==> config.mk <==
export PLATFORM = sky130hd
export DESIGN_NAME = fetch_execute_controller
export DESIGN_NICKNAME = d
export VERILOG_FILES = /design/src/rtl/fetch_execute_controller.sv
export SDC_FILE = /design/constraint.sdc
export NUM_CORES = 1
export LEC_CHECK = 0
export ABC_AREA = 0
export CAP_MARGIN = 20
export CELL_PAD_IN_SITES_DETAIL_PLACEMENT = 0
export CELL_PAD_IN_SITES_GLOBAL_PLACEMENT = 1
export CORE_MARGIN = 2
export CORE_UTILIZATION = 34
export CTS_CLUSTER_SIZE = 24
export DETAILED_ROUTE_END_ITERATION = 7
export PLACE_DENSITY_LB_ADDON = 0.1
export SYNTH_ARGS = -nofsm -noshare
export SYNTH_HDL_FRONTEND = slang
export SYNTH_SLANG_ARGS = --single-unit
==> constraint.sdc <==
create_clock -name clock -period 2.9 [get_ports clock]
set_input_delay 0.435 -clock clock [delete_from_list [all_inputs] [get_ports clock]]
set_output_delay 0.435 -clock clock [all_outputs]
set_load 0.02 [all_outputs]
==> src/rtl/fetch_execute_controller.sv <==
// Fetch/decode/execute sequencer for the 16-bit accumulator machine.
// Owns PC/IR/MAR/MBR/AC, drives synchronous-read memory and an external combinational ALU.
module fetch_execute_controller #(
  parameter logic [11:0] RESET_PC = 12'h000
) (
  input  logic        clock,
  input  logic        reset_n,
  input  logic        run,
  output logic [15:0] mem_addr,
  output logic [15:0] mem_wdata,
  output logic        mem_we,
  input  logic [15:0] mem_rdata,
  output logic [3:0]  alu_op,
  output logic [15:0] alu_a,
  output logic [15:0] alu_b,
  input  logic [15:0] alu_result,
  output logic [11:0] pc,
  output logic [15:0] ac,
  output logic [15:0] ir,
  output logic        halted,
  output logic        instr_done,
  output logic        illegal
);

  typedef enum logic [2:0] {
    StIdle, StFetch, StIrLoad, StDecode, StOperand, StExec, StStore, StHalt
  } state_e;

  localparam logic [3:0] OpLoad  = 4'h1;
  localparam logic [3:0] OpStore = 4'h2;
  localparam logic [3:0] OpAdd   = 4'h3;
  localparam logic [3:0] OpSub   = 4'h4;
  localparam logic [3:0] OpAnd   = 4'h5;
  localparam logic [3:0] OpOr    = 4'h6;
  localparam logic [3:0] OpHalt  = 4'h7;
  localparam logic [3:0] OpSkip  = 4'h8;
  localparam logic [3:0] OpJump  = 4'h9;
  localparam logic [3:0] OpClear = 4'hA;
  localparam logic [3:0] OpXor   = 4'hB;

  state_e      state_q, state_d;
  logic [11:0] pc_q, mar_q;
  logic [15:0] ir_q, mbr_q, ac_q;

  logic [3:0]  opcode;
  logic [11:0] addr_x;
  logic        is_mem_read;
  logic        skip_taken;

  assign opcode = ir_q[15:12];
  assign addr_x = ir_q[11:0];

  always_comb begin
    is_mem_read = 1'b0;
    case (opcode)
      OpLoad, OpAdd, OpSub, OpAnd, OpOr, OpXor: is_mem_read = 1'b1;
      default:                                  is_mem_read = 1'b0;
    endcase
  end

  always_comb begin
    skip_taken = 1'b0;
    unique case (ir_q[11:10])
      2'b00: skip_taken = ac_q[15];
      2'b01: skip_taken = (ac_q == 16'h0000);
      2'b10: skip_taken = !ac_q[15] && (ac_q != 16'h0000);
      2'b11: skip_taken = 1'b0;
    endcase
  end

  // State register
  always_ff @(posedge clock or negedge reset_n) begin
    if (!reset_n) state_q <= StIdle;
    else          state_q <= state_d;
  end

  // Next-state logic
  always_comb begin
    state_d = state_q;
    unique case (state_q)
      StIdle:    if (run) state_d = StFetch;
      StFetch:   state_d = StIrLoad;
      StIrLoad:  state_d = StDecode;
      StDecode: begin
        if (is_mem_read)            state_d = StOperand;
        else if (opcode == OpStore) state_d = StStore;
        else if (opcode == OpHalt)  state_d = StHalt;
        else                        state_d = StFetch;
      end
      StOperand: state_d = StExec;
      StExec:    state_d = StFetch;
      StStore:   state_d = StFetch;
      StHalt:    state_d = StHalt;
    endcase
  end

  // Outputs are purely a function of state so reset kills mem_we immediately
  always_comb begin
    mem_addr   = 16'h0000;
    mem_we     = 1'b0;
    alu_op     = 4'b0000;
    instr_done = 1'b0;
    illegal    = 1'b0;
    halted     = 1'b0;
    unique case (state_q)
      StIdle, StIrLoad, StOperand: ;
      StFetch:  mem_addr = {4'b0000, pc_q};
      StDecode: begin
        if (is_mem_read) mem_addr = {4'b0000, addr_x};
        instr_done = !is_mem_read && (opcode != OpStore);
        illegal    = (opcode[3:2] == 2'b11);
      end
      StExec: begin
        instr_done = 1'b1;
        case (opcode)
          OpSub:   alu_op = 4'b0001;
          OpAnd:   alu_op = 4'b1000;
          OpOr:    alu_op = 4'b1001;
          OpXor:   alu_op = 4'b1010;
          default: alu_op = 4'b0000;
        endcase
      end
      StStore: begin
        mem_addr   = {4'b0000, mar_q};
        mem_we     = 1'b1;
        instr_done = 1'b1;
      end
      StHalt:   halted = 1'b1;
    endcase
  end

  // Datapath registers
  always_ff @(posedge clock or negedge reset_n) begin
    if (!reset_n) begin
      pc_q  <= RESET_PC;
      ir_q  <= 16'h0000;
      mar_q <= 12'h000;
      mbr_q <= 16'h0000;
      ac_q  <= 16'h0000;
    end else begin
      unique case (state_q)
        StIrLoad: begin
          ir_q <= mem_rdata;
          pc_q <= pc_q + 12'd1;
        end
        StDecode: begin
          if (is_mem_read || opcode == OpStore) mar_q <= addr_x;
          if (opcode == OpJump)                 pc_q  <= addr_x;
          if (opcode == OpSkip && skip_taken)   pc_q  <= pc_q + 12'd1;
          if (opcode == OpClear)                ac_q  <= 16'h0000;
        end
        StOperand: mbr_q <= mem_rdata;
        StExec:    ac_q  <= (opcode == OpLoad) ? mbr_q : alu_result;
        StIdle, StFetch, StStore, StHalt: ;
      endcase
    end
  end

  assign mem_wdata = ac_q;
  assign alu_a     = ac_q;
  assign alu_b     = mbr_q;
  assign pc        = pc_q;
  assign ac        = ac_q;
  assign ir        = ir_q;

endmodule

After elaboration in Yosys (flattened, before gate mapping). Index checks and enable logic that the tools add are counted.

Memory bits (writable): 0. Bits in latches: 0. Output and inout port bits: 116. Register bits after elaboration: 75. Memories kept: 0. ROM bits: 0.

Shift operators: 0. Bitwise gates (word level): 0. Reductions and logical operators: 17. Multipliers: 0. Add/sub/neg operators: 1. Magnitude comparators: 0. Mux-type cells: 21. Eq/ne operators: 26. Divide/modulo/power cells: 0.

Operators with widths (number): two-way mux 12 bit (3); case mux 12 bit (3 select lines) (1); two-way mux 16 bit (2); case mux 16 bit (2 select lines) (1); case mux 12 bit (2 select lines) (1); case mux 3 bit (7 select lines) (1); == test 4 x 3 -> 1 bit (second input constant) (4); == test 4 bit (second input constant) (4); zero test 16 bit (1); case mux 4 bit (4 select lines) (1); nonzero test 16 bit (1); adder 12 x 1 -> 12 bit (second input constant) (1); == test 3 bit (second input constant) (4); two-way mux 3 bit (4); == test 4 x 2 -> 1 bit (second input constant) (2); == test 2 bit (second input constant) (3); == test 3 x 2 -> 1 bit (second input constant) (2); AND reduction 2 bit (3); OR reduction 6 bit (1); == test 4 x 1 -> 1 bit (second input constant) (1); two-way mux 1 bit (4); two-way mux 4 bit (1); != test 2 bit (second input constant) (2); != test 4 x 2 -> 1 bit (second input constant) (1); other kinds (12) (16).

Logic depth before layout (Yosys ltp).
Depth after elaboration: 6. Depth in mapped cells: 9. Mapped depth without buffers: 7.

Worst setup path before layout. No wires, ideal clock.

Path kind: register to output. From: reg ir_q[12], in the netlist ir[12]. To: out mem_addr[0]. Required time: 2465 ps. Buffers on the path: 2. Cell stages (with the launch flop): 7. Path slack: 670 ps. Arrival: 1795 ps. Cell sequence: dfrtp_1 -> buf_1 -> or2_2 -> a21oi_1 -> clkbuf_1 -> a222oi_1 -> inv_1.

Cells in the longest elaborated chain, start to end: 5.

RTL lines: start: declaration (RTL line 43) `logic [15:0] ir_q, mbr_q, ac_q;`; start signal: assignment (RTL line 143) `ir_q <= mem_rdata;`; == test 4 x 1 -> 1 bit, or another cell as far along (RTL line 55) `case (opcode)`; OR reduction 6 bit (*) (RTL line 55); two-way mux 1 bit (*) (RTL line 55); two-way mux 12 bit (*) (RTL line 109) `if (is_mem_read) mem_addr = {4'b0000, addr_x};`; case mux 12 bit (3 select lines) (*) (RTL line 105) `unique case (state_q)`; end: declaration (RTL line 9) `output logic [15:0] mem_addr,`.

Every way passes the cells marked *; elsewhere a longest branch is shown, timed or not.

Worst setup path in the final report.
From: reg state_q[1]. To: out mem_we.

Cells in the longest elaborated chain, start to end: 2.

RTL lines: start: declaration (RTL line 41) `state_e state_q, state_d;`; start signal: assignment (RTL line 73) `if (!reset_n) state_q <= StIdle;`; start signal: assignment (RTL line 74) `else state_q <= state_d;`; == test 3 bit (RTL line 105); two-way mux 1 bit (RTL line 105); end: declaration (RTL line 11) `output logic mem_we,`.

No other way between the ends.

==> metrics.md <==
| Metric | Value |
|---|---|
| Synth Instances | `384` |
| Setup crit end kind | `output pin` |
| Clk root buf | `clkbuf_16` |
| Power per cell area | `1359 nW/um2` |
| Die height | `113.6 um` |
| Detailed Route Iter0 Violations | `216` |
| Fin nets | `536` |
| Leakage power | `2.584 nW` |
| Initial Util | `34.43%` |
| GRT overflow | `0` |
| Slew HR | `41.75%` |
| Worst Setup Slack, final | `0.1186 ns` |
| Fin Clk Skew | `0.005707 ns` |
| # port buffers | `145` |
| Synth-to-Final Area Change | `41.79%` |
| Synth Register Bits | `75` |
| DRT antenna net count | `0` |
| CTS Buffer Depth | `2` |
| Data arrival, critical path | `2.35 ns` |
| Die X | `113.6 um` |
| Startpoint Class | `flip-flop` |
| GRT Resource Usage Total | `18.43%` |
| Max_cap viols | `0` |
| DP HPWL | `8551 um` |
| CP max FO | `10` |
| Top FF cell, synth | `dfrtp_1` |
| Post-Place Cells | `634` |
| Setup WS pre-CTS | `0.3688 ns` |
| Core Area | `11,860 um2` |
| Post CTS Setup Buffer Count | `0` |
| Slowest cell on crit path | `clkdlybuf4s50_1` |
| Crit Path Category | `flip-flop to output pin` |
| Tcrit/Tclk final | `95.91%` |
| Min Hold Slack | `0.4619 ns` |
| Outcome | `completed` |
| WL final | `11,940 um` |
| Initial antenna violation count | `0` |
| Critical path, cell by cell | `nand2_1, nor2_1, buf_4, clkdlybuf4s50_1` |
| Proportion of synthesized chip area in sequential cells | `45.96%` |
| Min Tclk post-route | `2.781 ns` |
| Post-Layout Inst Area | `5791 um2` |
| Peak supply drop | `0.5599 mV` |
| Final Max Tran Viols | `0` |
| Clock Sinks | `75` |
| Slew of the pin with the lowest slew margin | `0.8738 ns` |
| H-tree depth | `3` |
| Fillers | `1,122` |
| Vias | `3,323` |
| Layout cells sized above 1 | `16.87%` |
| Clock Latency Late Sink | `0.33 ns` |
| Crit path buf inv count | `2` |
| Asr flop ratio synth | `100.0%` |
| TritonCTS Buffers | `9` |
| Via density | `5.104` |
| Area leader, netlist | `dfrtp_1` |
| Routability cong. | `0.8262` |
| Post-synth EDFFs | `0` |
| Finished Layout Cells | `651` |
| Cell Area, Placed | `5455 um2` |
| Reg clk slew, reported paths | `0.06 ns` |
| RSZ-0062 raised after global routing | `no` |
| Fmax | `359.5 MHz` |
| Final hold viol count | `0` |
| Wire per inst | `18.34 um` |
| Slowest stage delay, CP | `0.64 ns` |
| Post-Syn Area | `4084 um2` |
| Drt first pass iters | `5` |
| # IOs | `151` |
| DRC | `0` |
| Synth top area share | `45.96%` |
| CTS tree | `yes` |
| Synth top area cells | `dfrtp_1 46%, mux2_2 11%, buf_4 7.0%` |
| Synth unique cells | `54` |
| Hold crit path type | `input port to asynchronous set/reset pin` |
| Vias in the first global route | `3,209` |
| Die area | `12,900 um2` |
| Synth Warn # | `0` |
| Syn avg cell area | `10.64 um2` |
| Delay-heaviest family, CP | `buffers and inverters` |
| Worst path required time | `2.47 ns` |
| First-pass GRT wire length | `18,420 um` |
| Antenna Cells | `0` |
| Largest net degree at the start of global routing | `76` |
| Final setup viols | `0` |
| Site row count | `40` |
| Setup TNS | `0 ns` |
## kinds of logic after synthesis
kind of cell    synth area share [%]
compound gates                 13.60
xor+xnor                      0.4290
fa+ha+maj                     0.3063
buf+inv                        11.64
flops                          45.96
mux                            17.00
other cells                  0.09182
simple gates                   10.97
## where the power goes
group,switching (mW),leakage [nW],internal [mW]
Sequential,0.742,0.895,1.58
Clock,0.428,0.135,0.598
Combinational,2.26,1.55,2.25
Total,3.43,2.58,4.43
## layout make-up
class / count / area (um2) / area share (%)
clock buffers: 11 / 242.7 / 4.192
clock inverters: 4 / 27.53 / 0.4754
inverters: 20 / 75.07 / 1.296
multi-input cells: 233 / 1753 / 30.27
flip-flops and latches: 75 / 1878 / 32.43
well taps: 147 / 183.9 / 3.176
repair buffers: 161 / 1630 / 28.15
## timing repair
action / in CTS / in global routing
hold buffers: 0 / 1
setup endpoints to repair: 2 / 10
gates resized for setup: 2 / 12
endpoints found under the hold margin: 0 / 5
## metrics by stage
stage	power, mW	util, %
floorplan	5.026	-
global placement	6.863	45.99
detailed placement	6.905	45.99
CTS	7.954	48.25
global route	8.359	48.82
finish	7.868	48.82
## flip-flops by register name (all words and copies together) (netlist names)
name / flops
state_q: 3
alu_b: 16
mar_q: 12
ir: 16
ac: 16
pc: 12
## synthesized netlist by cell type (all sizes together), types with 2 or more instances
library cell	n
and3	4
dfrtp	75
nor4	4
a2bb2oi	4
a22oi	6
nand2	33
a221oi	2
mux2	43
mux2i	21
nor3b	2
a222oi	12
nor2b	3
buf	48
nand3b	2
and2	4
o211ai	2
o21ai	34
clkbuf	12
nand3	6
inv	20
nor2	15
or2	3
nand4	4
a21oi	7
## per-layer routing
metal	vias up	share of wire, %	track usage, %
li1	1556	-	-
met1	1650	44	24.33
met3	8	5.4	4.570
met2	109	49	30.30
met5	-	0	0
met4	0	1.1	5.122
## path summary, 6_finish.rpt
kind / depth (start not counted) / slack (ns) / from / endpoint
worst min-delay path: 2 / 0.46 / reset_n / ir[8]
worst max register to register: 7 / 0.43 / ac[15] / pc[9]
min in group clock: 1 / 0.49 / mar_q[4] / mar_q[4]
worst max-delay path: 4 / 0.12 / state_q[1] / mem_we
max in group asynchronous: 3 / 1.87 / reset_n / pc[10]
worst min register to register: 1 / 0.49 / mar_q[4] / mar_q[4]
## placed cells by master, fill, tap and decap left out, types with 2 or more instances in the layout
cell	count
nand4_1	4
a22oi_1	4
nand2_1	33
nor2b_1	3
a222oi_1	12
dlygate4sd2_1	2
nor3b_1	2
clkbuf_16	9
a21oi_1	7
nand3_1	6
and2_1	4
or2_2	2
clkinv_4	2
mux2_1	3
mux2_2	40
mux2i_1	21
inv_1	20
o21ai_0	26
o21ai_1	7
dlymetal6s2s_1	10
a2bb2oi_2	2
buf_4	13
clkinv_2	2
o211ai_1	2
conb_1	5
nor4_2	3
a22oi_2	2
nor2_1	15
and3_1	4
clkdlybuf4s50_1	132
dfrtp_1	74
nand3b_1	2
a2bb2oi_1	2
Power figures use the tool's default switching activity.
